## src/rtl/calc_cmd_sequencer.sv

```systemverilog
// calc_cmd_sequencer: queues host {OP,IN} commands and issues them one at a
// time to the accumulator datapath, capturing results and halting on error.
module calc_cmd_sequencer #(
    parameter int DEPTH = 8,
    parameter int OPW   = 4,
    parameter int INW   = 16,
    parameter int OUTW  = 32,
    localparam int CW   = $clog2(DEPTH + 1),
    localparam int PW   = $clog2(DEPTH)
) (
    input  logic            CLK,
    input  logic            RST,
    input  logic            CMD_VALID,
    output logic            CMD_READY,
    input  logic [OPW-1:0]  CMD_OP,
    input  logic [INW-1:0]  CMD_IN,
    output logic [OPW-1:0]  BB_OP,
    output logic [INW-1:0]  BB_IN,
    input  logic [OUTW-1:0] BB_OUT,
    input  logic [1:0]      BB_ERR,
    output logic            RES_VALID,
    input  logic            RES_READY,
    output logic [OUTW-1:0] RES_DATA,
    output logic [1:0]      RES_ERR,
    output logic            HALTED,
    input  logic            CLR_HALT,
    output logic [CW-1:0]   COUNT
);

    typedef enum logic [2:0] {
        S_INIT,
        S_IDLE,
        S_ISSUE,
        S_CAPTURE,
        S_HALT
    } state_t;

    state_t state, state_nxt;

    logic [OPW+INW-1:0] mem [DEPTH];
    logic [PW-1:0]      wr_ptr, rd_ptr;
    logic [CW-1:0]      count;
    logic               full, empty, push, pop, flush;
    logic [OPW+INW-1:0] cmd_q;
    logic [1:0]         err_q;

    // DZE only counts for Div/Mod, OVF only for Add/Sub.
    function automatic logic [1:0] mask_err(input logic [OPW-1:0] op,
                                            input logic [1:0]     err);
        logic [1:0] m;
        m[0] = err[0] && (op == OPW'(4'b0010) || op == OPW'(4'b0011));
        m[1] = err[1] && (op == OPW'(4'b0101) || op == OPW'(4'b0110));
        return m;
    endfunction

    assign full      = (count == CW'(DEPTH));
    assign empty     = (count == '0);
    assign CMD_READY = !RST && !full;
    assign push      = CMD_VALID && CMD_READY;
    assign pop       = (state == S_IDLE) && !empty && (!RES_VALID || RES_READY);
    assign flush     = (state == S_HALT) && CLR_HALT;
    assign COUNT     = count;
    assign HALTED    = (state == S_HALT);

    always_ff @(posedge CLK) begin
        if (push && !flush) begin
            mem[wr_ptr] <= {CMD_OP, CMD_IN};
        end
    end

    always_ff @(posedge CLK) begin
        if (RST || flush) begin
            wr_ptr <= '0;
            rd_ptr <= '0;
            count  <= '0;
        end else begin
            if (push) wr_ptr <= wr_ptr + PW'(1);
            if (pop)  rd_ptr <= rd_ptr + PW'(1);
            if (push && !pop)      count <= count + CW'(1);
            else if (pop && !push) count <= count - CW'(1);
        end
    end

    always_ff @(posedge CLK) begin
        if (RST) state <= S_INIT;
        else     state <= state_nxt;
    end

    always_comb begin
        state_nxt = state;
        unique case (state)
            S_INIT:    state_nxt = S_IDLE;
            S_IDLE:    if (pop) state_nxt = S_ISSUE;
            S_ISSUE:   state_nxt = S_CAPTURE;
            S_CAPTURE: state_nxt = (err_q != 2'b00) ? S_HALT : S_IDLE;
            S_HALT:    if (CLR_HALT) state_nxt = S_IDLE;
            default:   state_nxt = S_INIT;
        endcase
    end

    always_comb begin
        BB_OP = '0;
        BB_IN = '0;
        if (!RST) begin
            unique case (state)
                S_INIT:  BB_OP = '1;
                S_ISSUE: {BB_OP, BB_IN} = cmd_q;
                default: ;
            endcase
        end
    end

    // Error flags belong to the issue edge, data to the following edge.
    always_ff @(posedge CLK) begin
        if (RST) begin
            cmd_q <= '0;
            err_q <= '0;
        end else begin
            if (pop) cmd_q <= mem[rd_ptr];
            if (state == S_ISSUE) err_q <= mask_err(cmd_q[OPW+INW-1:INW], BB_ERR);
        end
    end

    always_ff @(posedge CLK) begin
        if (RST) begin
            RES_VALID <= 1'b0;
            RES_DATA  <= '0;
            RES_ERR   <= '0;
        end else if (state == S_CAPTURE) begin
            RES_VALID <= 1'b1;
            RES_DATA  <= BB_OUT;
            RES_ERR   <= err_q;
        end else if (RES_VALID && RES_READY) begin
            RES_VALID <= 1'b0;
        end
    end

endmodule

```

## config.mk

```make
export PLATFORM = sky130hd
export DESIGN_NAME = calc_cmd_sequencer
export DESIGN_NICKNAME = d
export VERILOG_FILES = /design/src/rtl/calc_cmd_sequencer.sv
export SDC_FILE = /design/constraint.sdc
export NUM_CORES = 1
export LEC_CHECK = 0
export ABC_AREA = 1
export CAP_MARGIN = 20
export CORE_ASPECT_RATIO = 1.75
export CORE_MARGIN = 8
export CORE_UTILIZATION = 50
export CTS_BUF_LIST = sky130_fd_sc_hd__clkbuf_2 sky130_fd_sc_hd__clkbuf_4 sky130_fd_sc_hd__clkbuf_8
export CTS_CLUSTER_DIAMETER = 50
export DETAILED_ROUTE_END_ITERATION = 10
export DONT_BUFFER_PORTS = 1
export GPL_ROUTABILITY_DRIVEN = 0
export PLACE_DENSITY_LB_ADDON = 0.1
export SYNTH_ARGS = -nofsm -noshare
export SYNTH_HDL_FRONTEND = slang
export SYNTH_SLANG_ARGS = --single-unit
```

## constraint.sdc

```tcl
create_clock -name CLK -period 4.2 [get_ports CLK]
set_input_delay 0.84 -clock CLK [delete_from_list [all_inputs] [get_ports CLK]]
set_output_delay 0.84 -clock CLK [all_outputs]
set_load 0.02 [all_outputs]
```

Word-level counts from Yosys, hierarchy flattened
Memory sizes are Yosys's and may differ from the RTL's. A register that Yosys moved wholly into a read port is not among the register bits.
Index checks and enable logic that the tools add are counted.
{"block": "op_classes", "add_sub_neg": 4, "mul": 0, "div_mod_pow": 0, "n_lt_le_gt_ge": 0, "eq_ne": 11, "shifts": 0, "mux": 14, "bitwise_logic": 0, "n_reduce_logical": 28}
{"cell": "$mux 16", "n": 2}
{"cell": "$pmux 3 s5", "n": 1}
{"cell": "$mux 4", "n": 3}
{"cell": "$logic_and 1x1->1", "n": 11}
{"cell": "$mux 3", "n": 3}
{"cell": "$eq 4x2->1 const B", "n": 2}
{"cell": "$eq 4x3->1 const B", "n": 2}
{"cell": "$pmux 4 s2", "n": 1}
{"cell": "$logic_not 1->1", "n": 7}
{"cell": "$add 3x1->3 const B", "n": 2}
{"cell": "$eq 3x2->1 const B", "n": 2}
{"cell": "$reduce_bool 2->1", "n": 3}
{"cell": "$add 4x1->4 const B", "n": 1}
{"cell": "$eq 4x4->1 const B", "n": 1}
{"cell": "$logic_not 4->1", "n": 1}
{"cell": "$logic_or 1x1->1", "n": 4}
{"cell": "$mux 1", "n": 4}
{"cell": "$sub 4x1->4 const B", "n": 1}
{"cell": "$eq 3x1->1 const B", "n": 1}
{"cell": "$eq 3x3->1 const B", "n": 1}
{"cell": "$logic_not 3->1", "n": 1}
{"cell": "$ne 2x1->1 const B", "n": 1}
{"cell": "$ne 2x2->1 const B", "n": 1}
{"cell": "$reduce_and 2->1", "n": 1}
{"block": "word_totals", "regBits": 50, "latchBits": 0, "ram_bits": 160, "romBits": 0, "inputBits": 59, "output_inout_bits": 61, "word_cells": 66, "mem_count": 1}
{"memory": "mem", "depth": 8, "word_bits": 20, "rd": 1, "rd_clocked_by_memory_dff": 1, "wr": 1, "line": "40", "rtl": "logic [OPW+INW-1:0] mem [DEPTH];"}

Depth between registers and ports, before layout
Gate-level depths: netlist (run 1).
{"block": "logic_depth", "depth_word": 8, "depth_mapped": 14, "depth_no_buf": 14}

Worst setup path before layout (run 1)
Ideal clock, no wire load.
{"block": "synth_timing", "path_kind": "input to register", "start": "in RST", "end": "mem mem[1][0] (netlist bit) (enable)", "t_arrival_ns": 2.619, "required_time_ns": 3.778, "slack_ns": 1.158, "cell_stages": 3, "path_buffers": 0, "cell_sequence": "clkinv_1 > nand3_1 > nor3_1"}
{"block": "synth_between", "elab_chain_cells": 6}
{"element": "from (decl)", "line": "12", "rtl": "input logic RST,"}
{"element": "$logic_not 1->1"}
{"element": "$logic_and 1x1->1", "line": "58", "rtl": "assign CMD_READY = !RST && !full;"}
{"element": "$logic_and 1x1->1", "line": "59", "rtl": "assign push = CMD_VALID && CMD_READY;"}
{"element": "$logic_and 1x1->1", "line": "66", "rtl": "if (push && !flush) begin"}
{"element": "$mux 1", "line": "66"}
{"element": "$mux 1 (implied by the code)", "line": "67", "rtl": "mem[wr_ptr] <= {CMD_OP, CMD_IN};"}
{"element": "to (decl)", "line": "40"}
Every way passes these cells.

Worst setup path in the final report (run 1)
{"block": "layout_timing", "start": "in RST", "end": "out BB_IN[0]"}
{"block": "layout_between", "elab_chain_cells": 1}
{"element": "$mux 16", "line": "104", "rtl": "if (!RST) begin"}
{"element": "to (decl)", "line": "18", "rtl": "output logic [INW-1:0] BB_IN,"}
Every way passes these cells.

==> results of run 1 <==
[routing by layer]
layer	wire (um)	global-route usage, %	vias to the layer above	share of wire, %
met5	0	0	-	0
met4	931	9.80	0	4.3
met3	1670	4.53	69	7.7
met2	10700	32.3	256	49
met1	8380	20.3	2987	39
li1	-	-	3011	-
[sequential cells by signal, indices dropped and copies added (netlist names)]
signal and flops:
cmd_q 20, RES_VALID 1, state 3, rd_ptr 3, RES_DATA 32, COUNT 4, mem 160, err_q 2
wr_ptr 3, RES_ERR 2
[synthesized netlist by cell type, drive strengths merged]
cell type  instances
inv               44
xor2               4
ha                 5
nand2            108
nor2             203
o211ai            32
nand3             69
a21oi             18
edfxtp           160
clkbuf            32
o21ai            101
or2                3
nand4              2
a31oi              1
buf               15
nor3               6
a211oi             1
o31ai              1
fa                 1
clkinv             1
dfxtp             70
[cell type report]
cell class	count	area, um^2	area share [%]
sequential	230	6210	61.3
inverter	45	171	1.69
clock inverter	7	32.5	0.321
clock buffer	51	652	6.43
timing repair buffer	17	140	1.38
tap	234	293	2.89
multi-input combinational	555	2640	26.0
[report_power, final]
| part | total (mW) | switching [mW] | internal, mW |
|---|---|---|---|
| clock | 1.80 | 0.807 | 0.988 |
| combinational | 0.940 | 0.654 | 0.286 |
| sequential | 2.76 | 0.192 | 2.57 |
[through the flow]
step / std cells / total power, mW / area, um^2
after floorplan: 877 / 3.49 / 9210
after global placement: 1080 / 3.71 / 9430
after detailed placement: 1080 / 3.75 / 9430
after CTS: 1138 / 5.53 / 10100
after global routing: 1139 / 5.77 / 10100
final: 1139 / 5.50 / 10100
[kinds of logic after synthesis]
logic type               after synthesis  share of synthesized area (%)
AND/OR/NAND/NOR                      391                           17.7
flip-flops                           230                           67.4
AO/OA/AOI/OAI                        154                           9.39
buffers and inverters                 92                           4.31
adder cells (fa/ha/maj)                6                          0.897
XOR/XNOR                               4                          0.380
[cell usage in the layout (no fill, tap or decap), types with 2 or more instances in the layout]
cell type | Yosys | layout
a21oi_1 | 17 | 17
buf_4 | 0 | 16
clkbuf_4 | 0 | 8
clkbuf_8 | 1 | 43
clkinv_1 | 1 | 4
clkinv_2 | 0 | 2
dfxtp_1 | 70 | 68
dfxtp_2 | 0 | 2
edfxtp_1 | 160 | 160
ha_1 | 5 | 5
inv_1 | 40 | 40
inv_2 | 3 | 4
nand2_1 | 107 | 107
nand3_1 | 67 | 67
nand3_2 | 2 | 2
nand4_1 | 2 | 2
nor2_1 | 198 | 194
nor2_2 | 4 | 8
nor3_2 | 0 | 4
nor3_4 | 2 | 2
o211ai_1 | 32 | 32
o21ai_0 | 100 | 100
or2_2 | 3 | 3
xor2_1 | 4 | 4
[worst max-delay path: cells and delay by family]
family / cells / cell delay (ns)
buf+inv: 2 / 0.76
simple gates: 2 / 0.48
[worst min path at each step]
stage,end,slack [ns],cells past startpoint
final,cmd_q[18],0.40,1
after global routing,cmd_q[19],0.38,1
after detailed placement,cmd_q[19],0.47,2
after CTS,cmd_q[18],0.38,1
after global placement,cmd_q[7],0.47,2
after floorplan,cmd_q[0],0.45,2
==> impl_metrics.yaml, run 1 <==
hold_path:
  min_from: "RST"
  hold_path.class: "in2reg"
timing:
  layout_setup_ws_ns: 1.26
  timing.final.max_slew_violations: 0
  rsz0062_at_grt: "false"
  fin_crit_ns: 2.94
  tightest_slew_ns: 0.890
  fmax_mhz: 341
  hold_violations: 0
  skew_ns: 0.0250
  whs_ns: 0.398
  min_period_over_period_pct: 69.9
  relSlewSlack_pct: 40.6
  setup_viol: 0
  setup_tns_ns: 0
floorplan:
  die_x_um: 119
  start_util_pct: 51.0
  io_pins: 120
  core.rowCount: 65
  dieArea_mm2: 0.0232
  core_area_mm2: 0.0181
  die_h_um: 196
yosys:
  synthTopCellsByArea: "edfxtp_1, dfxtp_1, nor2_1"
  avgSynthCellArea_um2: 10.5
  yosysSeqAreaShare_pct: 67.4
  syn_inst: 877
  yosysUniqueCellTypes: 34
  ys_ff_latch: 230
  synth_top_area_share_pct: 52.2
  synth_area_leader_cell: "edfxtp_1"
  synth_area_mm2: 0.00921
  syn-num-nets: 942
  yosysWarningCount: 0
global_routing:
  grt_usage_pct: 18.5
  grt_max_degree: 82
  grt_antenna_before_repair: 0
  grt_pass1_wl_um: 34300
  first_global_vias: 6513
  grt_overflow: 0
clocking:
  numCtsBuffers: 34
  cts.clk_slew.worst_paths_ns: 0.07
  worst_skew_pair.late_latency_ns: 0.50
  cts_tree: "yes"
  cts.htree.levels: 2
  hold_buffers: 0
  cts_resized: 0
  cts_setup_buffers: 0
  root_buffer: "clkbuf_8"
  clk_path_buf_depth: 3
  clock_sinks: 230
drt:
  viasPerCell: 5.55
  first_pass_iters: 7
  vias: 6323
  totalWireLength_um: 21700
  wl_per_cell_um: 19.1
  drc: 0
  detail-route-antenna-nets: 0
  drtIter0Drc: 416
layout:
  fin_nets: 948
  diodes: 0
  fill_cells: 1555
  area_growth_pct: 10.0
  final_util_pct: 56.1
  drive_gt1_share_pct: 11.2
run_status:
  status: "complete, no violations"
worst_setup_path:
  cp-startpoint: "RST"
  slowest_delay_ns: 0.45
  worstPathMaxFanout: 47
  cp.arrival_ns: 2.10
  r2r_setup_slack_ns: 1.52
  crit_slowest_cell: "buf_4"
  worst-setup-path-type: "in2out"
  start_kind: "primary input"
  reg2reg_to: "COUNT[3]"
  r2r-start: "COUNT[0]"
  worstRegToRegCells: 13
  endpoint_kind: "output pin"
  critPathRequiredTime_ns: 3.36
  cp_cell_sequence: "inv_2 -> buf_4 -> nand2_1 -> nor2_1"
  cp-endpoint: "BB_IN[0]"
power_and_ir_drop:
  p_leak_nw: 3.73
  peakVddDrop_mv: 0.321
  p_per_area_mw_per_mm2: 542
placed_design:
  io_buffers: 0
  dp_hpwl_um: 13500
  dp_slack_ns: 1.09
flow_run:
  timing.max_cap.violations: 0
Power figures use the tool's default switching activity.
==> run 2, diff against run 1 <==
- clock period: 4.2 -> 3.05 ns (I/O delays scaled with it)
==> run 2 against run 1 <==
Net effect: clock power rose by 45%; core utilization rose by 0.64 points; global-route usage rose by 0.38 points; sequential power rose by 37%; clock skew fell by 0.0048 ns; combinational power rose by 41%; setup slack got worse by 0.85 ns; via count rose by 0.76%; total power rose by 41%; non-clock buffer count rose by 8; count of clock-buffer cells in the layout rose by 1; critical path depth fell by 2; largest cell class unchanged.
==> impl_metrics.yaml, run 2 (synthesis results as in run 1) <==
run_status:
  status: "complete, no violations"
floorplan:
  die_h_um: 196
  dieArea_mm2: 0.0232
  io_pins: 120
  start_util_pct: 51.0
  die_x_um: 119
  core.rowCount: 65
  core_area_mm2: 0.0181
placed_design:
  dp_hpwl_um: 13900
  io_buffers: 0
worst_setup_path:
  cp-startpoint: "state[1]"
  crit_family: "simple AND/OR/NAND/NOR gates"
  crit_slowest_cell: "nor2_1"
  r2r_setup_slack_ns: 0.60
  worstRegToRegCells: 14
  slowest_delay_ns: 0.56
  worst-path-buf-inv: 0
  cp.arrival_ns: 2.03
  start_kind: "flop"
  worst-setup-path-type: "reg2out"
  cp_cell_sequence: "nand3_2 -> nor2_1"
  cp-endpoint: "BB_IN[1]"
  worstPathMaxFanout: 17
  critPathRequiredTime_ns: 2.44
  cp_num_cells: 2
  r2r-start: "COUNT[0]"
  endpoint_kind: "output pin"
  reg2reg_to: "COUNT[3]"
drt:
  totalWireLength_um: 22100
  detail-route-antenna-nets: 0
  wl_per_cell_um: 19.3
  viasPerCell: 5.54
  drt-met1-wl_um: 8390
  vias: 6371
  dr_wl_met2_um: 11700
  dr_wl_met3_um: 1480
  first_pass_iters: 5
  drtIter0Drc: 381
  top_layer: "met4"
  drc: 0
clocking:
  cts_setup_buffers: 0
  numCtsBuffers: 34
  hold_buffers: 0
  cts.htree.levels: 2
  cts_tree: "yes"
  clk_path_buf_depth: 3
  clock_sinks: 230
  root_buffer: "clkbuf_8"
  worst_skew_pair.late_latency_ns: 0.50
  cts_resized: 0
  cts.clk_slew.worst_paths_ns: 0.06
global_routing:
  grt_max_degree: 83
  grt_pass1_wl_um: 34800
  grt_usage_pct: 18.9
  grt_antenna_before_repair: 0
  first_global_vias: 6624
  grt_overflow: 0
layout:
  final_cell_mix: "nor2_1, edfxtp_1, nand2_1, o21ai_0, dfxtp_1"
  largest_reg_flops: 160
  fin_nets: 956
  layout_commonest_cell: "nor2_1"
  diodes: 0
  area_growth_pct: 11.3
  drive_gt1_share_pct: 12.1
  largest_register: "mem"
  reg_top3: "mem (160), RES_DATA (32), cmd_q (20)"
power_and_ir_drop:
  clkPwrFrac_pct: 33.8
  netSwitchingFraction_pct: 29.5
  p_per_area_mw_per_mm2: 755
  peakVddDrop_mv: 0.431
  p_leak_nw: 3.81
  p_total_mw: 7.74
  p_sw_mw: 2.28
  seqPwrFrac_pct: 49.0
  combPwrFrac_pct: 17.2
  p_int_mw: 5.46
timing:
  timing.final.max_slew_violations: 0
  rsz0062_at_grt: "false"
  hold_violations: 0
  setup_viol: 0
  setup_tns_ns: 0
  relSlewSlack_pct: 37.9
  fmax_mhz: 379
  min_period_over_period_pct: 86.5
  fin_crit_ns: 2.64
  tightest_slew_ns: 0.931
  skew_ns: 0.0202
hold_path:
  hold_path.class: "in2reg"
flow_run:
  timing.max_cap.violations: 0
[run 2: layout make-up]
type | instances | area (um^2)
clock buffer | 52 | 641
clock inverter | 8 | 87.6
fill | 1538 | 7800
inverter | 45 | 171
multi-input combinational | 555 | 2640
sequential | 230 | 6210
tap | 234 | 293
timing repair buffer | 25 | 213
[run 2: power groups by stage]
stage	logic (mW)	registers [mW]	clock network, mW
after floorplan	1.01	3.79	0
after global placement	1.29	3.85	0
after detailed placement	1.34	3.86	0
after CTS	1.35	3.80	2.67
after global routing	1.52	3.82	2.80
final	1.33	3.79	2.61
[run 2: metal layers]
layer	up-vias	track usage, %
met3	48	4.68
met2	199	35.1
met5	-	0
li1	3031	-
met1	3093	19.6
met4	0	7.68
[run 2: worst register-to-register path, cell delays in order, from the launching register on]
cell and delay, ns:
dfxtp_1 0.55, nor2_1 0.14, nand3_1 0.09, nand3_1 0.07, buf_4 0.17, inv_1 0.13
ha_1 0.18, inv_1 0.10, ha_1 0.31, or2_2 0.30, nand2_1 0.07, nand3_1 0.06
nand2_1 0.06, nand2_1 0.04, a21oi_1 0.11
[run 2: metrics by stage]
stage | hold WS, ns | area [um^2] | instances | setup WS [ns] | util [%]
2_1_floorplan | 0.448 | 9210 | 877 | 0.238 | -
3_3_place_gp | 0.461 | 9520 | 1089 | 0.659 | 52.8
3_5_place_dp | 0.461 | 9520 | 1089 | 0.606 | 52.8
4_1_cts | 0.150 | 10300 | 1149 | 0.356 | 56.8
5_1_grt | 0.138 | 10300 | 1149 | 0.275 | 56.8
6_report | 0.179 | 10300 | 1149 | 0.411 | 56.8
[run 2: worst min path at each step]
stage | from | endpoint | cells after the start
after floorplan | cmd_q[0] | cmd_q[0] | 2
after global placement | cmd_q[15] | cmd_q[15] | 2
after detailed placement | cmd_q[15] | cmd_q[15] | 2
after CTS | RST | RES_VALID | 1
after global routing | RST | RES_VALID | 1
final | RST | RES_VALID | 1
==> run 3, diff against run 2 <==
- CORE_UTILIZATION: 50 -> 35
==> run 3 against run 2 <==
Net effect: design area grew 0.50%; clock skew shrank 0.0040 ns; total power shrank 0.34%; core utilization shrank 17 points.
==> impl_metrics.yaml, run 3 (synthesis results as in run 1) <==
run_status:
  status: "complete, no violations"
layout:
  area_growth_pct: 11.9
  fin_nets: 952
  design_area_mm2: 0.0103
  final_cell_mix: "nor2_1, edfxtp_1, nand2_1, o21ai_0, dfxtp_1"
  largest_register: "mem"
  finalNonFillerCells: 1235
  regArea_mm2: 0.00621
  largest_reg_flops: 160
  drive_gt1_share_pct: 11.3
  reg_top3: "mem (160), RES_DATA (32), cmd_q (20)"
  fill_cells: 2551
  multiInputGateArea_mm2: 0.00264
  final_util_pct: 39.8
  layout_commonest_cell: "nor2_1"
drt:
  wl_per_cell_um: 19.4
  totalWireLength_um: 24000
  drtIter0Drc: 283
  vias: 6163
  viasPerCell: 4.99
  drc: 0
  detail-route-antenna-nets: 0
  first_pass_iters: 5
power_and_ir_drop:
  clkPwrFrac_pct: 33.5
  seqPwrFrac_pct: 49.1
  p_per_area_mw_per_mm2: 749
  p_sw_mw: 2.37
  peakVddDrop_mv: 0.292
  netSwitchingFraction_pct: 30.8
  p_int_mw: 5.34
  p_leak_nw: 3.76
  combPwrFrac_pct: 17.4
timing:
  hold_violations: 0
  timing.final.max_slew_violations: 0
  setup_tns_ns: 0
  fmax_mhz: 379
  tightest_slew_ns: 0.954
  fin_crit_ns: 2.64
  min_period_over_period_pct: 86.6
  skew_ns: 0.0162
  relSlewSlack_pct: 36.3
  setup_viol: 0
  rsz0062_at_grt: "false"
placed_design:
  dp_cells: 1168
  dp_hpwl_um: 14100
  io_buffers: 0
  placed_area_mm2: 0.00959
worst_setup_path:
  worst-setup-path-type: "reg2out"
  cp.arrival_ns: 2.03
  critPathRequiredTime_ns: 2.44
  worstPathMaxFanout: 17
  start_kind: "flop"
  endpoint_kind: "output pin"
  r2r_setup_slack_ns: 0.71
floorplan:
  die_x_um: 139
  io_pins: 120
  die_h_um: 231
  core.rowCount: 78
  core_area_mm2: 0.0259
  start_util_pct: 35.6
  dieArea_mm2: 0.0320
clocking:
  cts_tree: "yes"
  cts_resized: 0
  worst_skew_pair.late_latency_ns: 0.54
  clock_sinks: 230
  hold_buffers: 0
  cts.htree.levels: 2
  clk_path_buf_depth: 3
  root_buffer: "clkbuf_8"
  numCtsBuffers: 37
  cts_setup_buffers: 0
  cts.clk_slew.worst_paths_ns: 0.07
global_routing:
  grtUsageMet3_pct: 3.64
  grt_use_met2_pct: 25.9
  first_global_vias: 6170
  grt_overflow: 0
  grt.busiest_layer: "met2"
  grt_max_degree: 83
  grt_antenna_before_repair: 1
  use_met1_pct: 16.9
  grt_usage_pct: 14.8
  grt_pass1_wl_um: 36900
flow_run:
  timing.max_cap.violations: 0
hold_path:
  hold_path.class: "in2reg"
## run 3: cell count changes in the layout (fill, tap and decap cells not counted)
| cell | previous run | this run |
|---|---|---|
| clkbuf_8 | 40 | 38 |
| buf_4 | 23 | 15 |
| diode_2 | 0 | 1 |
| clkinv_1 | 4 | 11 |
| clkinv_2 | 1 | 2 |
| buf_12 | 2 | 3 |
| clkinvlp_4 | 1 | 2 |
| bufinv_16 | 2 | 1 |
## run 3: routing by layer
| metal | up-vias | part of all wire, % |
|---|---|---|
| li1 | 3026 | - |
| met1 | 2939 | 40 |
| met4 | 0 | 2.4 |
| met2 | 158 | 51 |
| met3 | 40 | 6.2 |
| met5 | - | 0 |
## run 3: through the flow
stage	hold slack, ns	worst slack (ns)	total power [mW]
detailed placement	0.462	0.702	5.23
global route	0.0827	0.269	8.16
finish	0.129	0.410	7.71
global placement	0.463	0.746	5.23
floorplan	0.448	0.238	4.81
CTS	0.0852	0.307	7.86
## run 3: path summary, 6_finish.rpt
check / from / endpoint / cells past startpoint
setup / recovery: state[1] / BB_IN[1] / 2
hold reg to reg: cmd_q[11] / cmd_q[11] / 2
setup reg to reg: COUNT[0] / COUNT[3] / 13
hold / removal: RST / state[2] / 1
## run 3: area by class of cell
type / instances / share of cell area [%]
Antenna cell: 1 / 0.0243
Inverter: 45 / 1.66
Multi-Input combinational cell: 555 / 25.6
Timing Repair Buffer: 18 / 1.68
Tap cell: 320 / 3.89
Clock buffer: 50 / 5.95
Sequential cell: 230 / 60.3
Clock inverter: 16 / 0.935
## run 3: power by group through the flow
stage	combinational, mW	sequential [mW]	clock, mW
final	1.34	3.79	2.59
after global routing	1.54	3.82	2.79
after CTS	1.38	3.80	2.68
after detailed placement	1.37	3.86	0
after global placement	1.37	3.86	0
after floorplan	1.01	3.79	0
## run 3: worst max-delay path, stage by stage (launching register included)
cell,delay [ns]
dfxtp_1,0.53
nand3_2,0.41
nor2_1,0.55
